<file path="config.mk">
export PLATFORM = sky130hd
export DESIGN_NAME = hazard_scoreboard_flat
export DESIGN_NICKNAME = d
export VERILOG_FILES = /design/src/rtl/mips_pkg.sv /design/src/rtl/hazard_scoreboard_if.sv /design/src/rtl/hazard_scoreboard_sb_entry.sv /design/src/rtl/hazard_scoreboard.sv /design/src/flat_wrapper.sv
export SDC_FILE = /design/constraint.sdc
export NUM_CORES = 1
export LEC_CHECK = 0
export ABC_CLOCK_PERIOD_IN_PS = 4800
export CORE_MARGIN = 5
export CORE_UTILIZATION = 45
export CTS_CLUSTER_DIAMETER = 150
export DETAILED_ROUTE_END_ITERATION = 12
export DONT_BUFFER_PORTS = 1
export GPL_TIMING_DRIVEN = 0
export HOLD_SLACK_MARGIN = 0.06
export PLACE_DENSITY = 0.7
export SYNTH_ARGS = -nofsm -noshare
export SYNTH_HDL_FRONTEND = slang
export SYNTH_SLANG_ARGS = --single-unit
</file>
<file path="constraint.sdc">
create_clock -name clk -period 4.8 [get_ports clk]
set_input_delay 1.2 -clock clk [delete_from_list [all_inputs] [get_ports clk]]
set_output_delay 1.2 -clock clk [all_outputs]
set_load 0.02 [all_outputs]
</file>
<file path="src/rtl/mips_pkg.sv">
// Shared register-file and latency constants for the decode-stage hazard logic.
package mips_pkg;
  localparam int unsigned REG_W = 3;
  localparam int unsigned NREGS = 8;
  localparam int unsigned LAT_W = 2;

  localparam logic [LAT_W-1:0] LAT_ALU  = 2'd0;
  localparam logic [LAT_W-1:0] LAT_LOAD = 2'd1;
  localparam logic [LAT_W-1:0] LAT_MUL  = 2'd2;
endpackage

</file>
<file path="src/rtl/hazard_scoreboard_if.sv">
// Decode-stage <-> scoreboard signal bundle; stall_cnt exists only with HAZARD_SCOREBOARD_STALL_CNT_EN.
interface hazard_scoreboard_if;
  import mips_pkg::*;

  logic               id_valid;
  logic               id_use1;
  logic               id_use2;
  logic [REG_W-1:0]   id_rsrc1;
  logic [REG_W-1:0]   id_rsrc2;
  logic               id_wr;
  logic [REG_W-1:0]   id_rdst;
  logic [LAT_W-1:0]   id_lat;
  logic               flush;
  logic               stall;
  logic [NREGS-1:0]   pending;
`ifdef HAZARD_SCOREBOARD_STALL_CNT_EN
  logic [15:0]        stall_cnt;

  modport master (
    output id_valid, id_use1, id_use2, id_rsrc1, id_rsrc2, id_wr, id_rdst, id_lat, flush,
    input  stall, pending, stall_cnt
  );
  modport slave (
    input  id_valid, id_use1, id_use2, id_rsrc1, id_rsrc2, id_wr, id_rdst, id_lat, flush,
    output stall, pending, stall_cnt
  );
`else
  modport master (
    output id_valid, id_use1, id_use2, id_rsrc1, id_rsrc2, id_wr, id_rdst, id_lat, flush,
    input  stall, pending
  );
  modport slave (
    input  id_valid, id_use1, id_use2, id_rsrc1, id_rsrc2, id_wr, id_rdst, id_lat, flush,
    output stall, pending
  );
`endif
endinterface

</file>
<file path="src/rtl/hazard_scoreboard_sb_entry.sv">
// One register's forwarding-readiness countdown: load wins over decrement, saturates at zero.
module sb_entry
  import mips_pkg::*;
(
  input  logic             clk,
  input  logic             rst,
  input  logic             i_load,
  input  logic [LAT_W-1:0] i_lat,
  output logic [LAT_W-1:0] o_cnt
);
  logic [LAT_W-1:0] r_cnt;

  always_ff @(posedge clk) begin
    if (rst)
      r_cnt <= '0;
    else if (i_load)
      r_cnt <= i_lat;
    else if (r_cnt != '0)
      r_cnt <= r_cnt - 1'b1;
  end

  assign o_cnt = r_cnt;
endmodule

</file>
<file path="src/rtl/hazard_scoreboard.sv">
// Per-register latency scoreboard producing decode stall; optional stall counter
// enabled by HAZARD_SCOREBOARD_STALL_CNT_EN.
module hazard_scoreboard
  import mips_pkg::*;
(
  input  logic               clk,
  input  logic               rst,
  hazard_scoreboard_if.slave sb
);
  logic [LAT_W-1:0] w_cnt [NREGS];
  logic [NREGS-1:0] w_load;
  logic [NREGS-1:0] w_pending;
  logic             w_hazard;
  logic             w_stall;
  logic             w_accept;

  for (genvar g = 0; g < NREGS; g++) begin : g_entry
    assign w_load[g] = w_accept && sb.id_wr && (sb.id_rdst == REG_W'(g));

    sb_entry u_entry (
      .clk    (clk),
      .rst    (rst),
      .i_load (w_load[g]),
      .i_lat  (sb.id_lat),
      .o_cnt  (w_cnt[g])
    );
  end

  // WAW: an older write still outstanding longer than the new one would land last.
  always_comb begin
    w_hazard = (sb.id_use1 && (w_cnt[sb.id_rsrc1] != '0))
            || (sb.id_use2 && (w_cnt[sb.id_rsrc2] != '0))
            || (sb.id_wr   && (w_cnt[sb.id_rdst] > sb.id_lat));
    w_stall  = sb.id_valid && !sb.flush && w_hazard;
    w_accept = sb.id_valid && !sb.flush && !w_hazard;
  end

  always_comb begin
    w_pending = '0;
    for (int unsigned i = 0; i < NREGS; i++)
      w_pending[i] = (w_cnt[i] != '0);
  end

  assign sb.stall   = w_stall;
  assign sb.pending = w_pending;

`ifdef HAZARD_SCOREBOARD_STALL_CNT_EN
  logic [15:0] r_stall_cnt;

  always_ff @(posedge clk) begin
    if (rst)
      r_stall_cnt <= '0;
    else if (w_stall && (r_stall_cnt != '1))
      r_stall_cnt <= r_stall_cnt + 16'd1;
  end

  assign sb.stall_cnt = r_stall_cnt;
`endif
endmodule

</file>
<file path="src/flat_wrapper.sv">
// flat-port wrapper written by rule: the top's interface ports become plain ports
module hazard_scoreboard_flat import mips_pkg::*;
  (clk, rst, sb_id_valid, sb_id_use1, sb_id_use2, sb_id_rsrc1, sb_id_rsrc2, sb_id_wr, sb_id_rdst, sb_id_lat, sb_flush, sb_stall, sb_pending);
  hazard_scoreboard_if sb_i ();
  input  logic clk;
  input  logic rst;
  input wire logic [$bits(sb_i.id_valid)-1:0] sb_id_valid;
  input wire logic [$bits(sb_i.id_use1)-1:0] sb_id_use1;
  input wire logic [$bits(sb_i.id_use2)-1:0] sb_id_use2;
  input wire logic [$bits(sb_i.id_rsrc1)-1:0] sb_id_rsrc1;
  input wire logic [$bits(sb_i.id_rsrc2)-1:0] sb_id_rsrc2;
  input wire logic [$bits(sb_i.id_wr)-1:0] sb_id_wr;
  input wire logic [$bits(sb_i.id_rdst)-1:0] sb_id_rdst;
  input wire logic [$bits(sb_i.id_lat)-1:0] sb_id_lat;
  input wire logic [$bits(sb_i.flush)-1:0] sb_flush;
  output wire logic [$bits(sb_i.stall)-1:0] sb_stall;
  output wire logic [$bits(sb_i.pending)-1:0] sb_pending;
  assign sb_i.id_valid = sb_id_valid;
  assign sb_i.id_use1 = sb_id_use1;
  assign sb_i.id_use2 = sb_id_use2;
  assign sb_i.id_rsrc1 = sb_id_rsrc1;
  assign sb_i.id_rsrc2 = sb_id_rsrc2;
  assign sb_i.id_wr = sb_id_wr;
  assign sb_i.id_rdst = sb_id_rdst;
  assign sb_i.id_lat = sb_id_lat;
  assign sb_i.flush = sb_flush;
  assign sb_stall = sb_i.stall;
  assign sb_pending = sb_i.pending;
  hazard_scoreboard u_core (.clk(clk), .rst(rst), .sb(sb_i));
endmodule
</file>
==> qor.csv <==
metric,value,unit
start_util,46.3,%
syn2layout_area_growth,5.19,%
cp_slowest_stage_delay,0.56,ns
wl_met1,1550,µm
max_cap_violations,0,
drive_gt1_share,20.3,%
ctsResizeCount,0,
multi_input_area,1080,µm²
cp_num_buf_inv,1,
ys_seq_area_share,20.7,%
worstHoldPathType,flip-flop to flip-flop,
place_inst,225,
synthCells,179,
ys_types,38,
cts_hold_buf,0,
worst_pin_slew,0.617,ns
overflow,0,
min_period,4.59,ns
final_cells,228,
cts_buffer_depth,2,
crit_fanout,9,
wl_per_cell,14.3,µm
crit_path_frequent_cell,nor2_1,
netlist_area,1540,µm²
dpl_cell_area,1600,µm²
rsz0062_at_grt,no,
crit_family,simple AND/OR/NAND/NOR gates,
crit_chain,clkbuf_1 -> mux4_2 -> nand2_1 -> o21ai_1 -> ha_1 -> nor2b_1 -> o211ai_2 -> o211ai_4 -> nor2_1 -> nor2_1,
core_area,3340,µm²
ys_ff_latch,16,
clkTransAtPathRegs,0.09,ns
largest_register_ffs,16,
fin_util,48.7,%
drt-total-wl,3260,µm
vias_per_cell,5.43,
fill_cells,326,
diodes,0,
cts_setup_buffers,0,
cts.sinks,16,
route.detailed.drc,0,
worstSetupPathType,input port to output port,
die_h,68.6,µm
h-tree-depth,1,
postRouteAntennaNets,0,
start_kind,input port,
std_cell_rows,21,
required,3.60,ns
root_buffer,clkbuf_4,
fin_area,1620,µm²
dr.first_iter.drc_count,62,
fin_setup_tns,0,ns
hold_viol,0,
dr.pass1.iters,4,
grt_pass1_wl,5550,µm
place_hpwl,2570,µm
die_area,4700,µm²
cts_tree,built,
worstSkewPairLatency,0.29,ns
vias,1239,
syn_avg_cell_area,8.63,µm²
arrival,3.39,ns
slowest_stage,mux4_2,
antenna_found_initial,0,
grt_usage,16.1,%
io_pins,27,
grt_max_degree,11,
power.density,549,nW/µm²
slew_headroom,58.7,%
die_w,68.6,µm
finClkSkew,0.00173,ns
leakage,0.719,nW
seq_area,320,µm²
wl_met2,1430,µm
cts_buffers,3,
top_layer,met4,
vdd_drop_max,0.201,mV
ys_warn_count,0,
place_congestion,0.831,
synth_nets,207,
p_total,0.000892,W
nNetsFinal,212,
max_freq,0.218,GHz
endpoint_kind,output port,
met3_length,214,µm
report.final.slew_viol_count,0,
grt_pass1_vias,1176,
setup_violations,0,
io_buffer_count,0,
status,finished clean,
finalCritPeriodShare,95.6,%
[Yosys cell counts, drive strengths merged]
cell / count / share of area [%]
a41oi: 1 / 0.57
nor3b: 2 / 0.97
dlygate4sd3: 1 / 0.65
o2111ai: 1 / 0.97
nand2b: 1 / 0.41
clkbuf: 1 / 0.24
mux2: 16 / 14
o21ai: 4 / 2.0
or3: 4 / 2.9
mux2i: 2 / 1.3
or4b: 1 / 0.89
a21oi: 11 / 3.6
nand3: 4 / 1.3
nor3: 9 / 4.2
nand4: 1 / 0.81
dfxtp: 16 / 21
and2b: 2 / 1.2
mux4: 4 / 5.8
nor2: 32 / 7.8
buf: 4 / 2.3
and4b: 1 / 0.73
a311oi: 1 / 0.57
xor2: 8 / 4.5
nor4b: 4 / 2.7
inv: 26 / 6.3
nand2: 9 / 2.2
nor2b: 1 / 0.41
ha: 10 / 8.1
o211ai: 2 / 2.2
[tightest hold or removal path: stages, from the launching register on]
cell,delay [ns]
dfxtp_1,0.36
a21oi_1,0.07
nor2_1,0.07
mux2_1,0.12
[area by class of cell]
cell class	count	area share [%]
multi-input cells	131	66.3
inverters	26	6.01
clock buffers	3	1.39
flip-flops and latches	16	19.7
plain buffers	6	3.00
well taps	46	3.54
[power by group]
part	switching, W	leakage (nW)	internal, W
clock network	0.0000434	0.0138	0.0000292
logic	0.000310	0.573	0.000250
registers	0.0000694	0.132	0.000191
total	0.000423	0.719	0.000469
[per-layer routing]
metal / vias to the layer above / global-route usage (%)
li1: 619 / -
met1: 576 / 20.9
met4: 0 / 9.43
met2: 38 / 24.6
met5: - / 0
met3: 6 / 3.24
[cell families after synthesis]
kind of cell / share of synthesized area, %
buf+inv: 9.48
xor+xnor: 4.54
fa+ha+maj: 8.10
mux: 20.7
flops: 20.7
simple gates: 26.5
compound gates: 9.89
[cells in the final DEF (no fill, tap or decap), types with 2 or more instances in the layout]
| cell type | synthesis | routed |
|---|---|---|
| nor3b_1 | 2 | 2 |
| inv_1 | 26 | 26 |
| or3_4 | 4 | 4 |
| nor3_1 | 5 | 5 |
| o21ai_0 | 2 | 2 |
| nor3_2 | 4 | 4 |
| a21oi_1 | 11 | 11 |
| mux2_4 | 8 | 8 |
| ha_1 | 10 | 10 |
| buf_6 | 2 | 2 |
| mux2_1 | 8 | 8 |
| nor4b_1 | 3 | 3 |
| nand3_1 | 4 | 4 |
| nor2_1 | 32 | 32 |
| mux2i_1 | 2 | 2 |
| dfxtp_1 | 16 | 16 |
| mux4_2 | 4 | 4 |
| xor2_1 | 8 | 8 |
| clkbuf_4 | 0 | 3 |
| nand2_1 | 9 | 9 |
[stage by stage]
stage,worst slack [ns],hold WS [ns]
floorplan,0.464,0.581
global placement,0.257,0.619
detailed placement,0.218,0.626
CTS,0.195,0.651
global route,0.0700,0.687
finish,0.211,0.640
[final timing paths]
| kind | endpoint | start | cells past startpoint | slack, ns |
|---|---|---|---|---|
| max | sb_stall | sb_id_rdst[1] | 10 | 0.21 |
| min | u_core.g_entry[3].u_entry.o_cnt[1] | u_core.g_entry[3].u_entry.o_cnt[1] | 3 | 0.64 |
| max reg2reg | u_core.g_entry[0].u_entry.o_cnt[1] | u_core.g_entry[0].u_entry.o_cnt[1] | 9 | 2.10 |
| min reg2reg | u_core.g_entry[3].u_entry.o_cnt[1] | u_core.g_entry[3].u_entry.o_cnt[1] | 3 | 0.64 |
No activity file was read; power rests on OpenSTA's default activity.
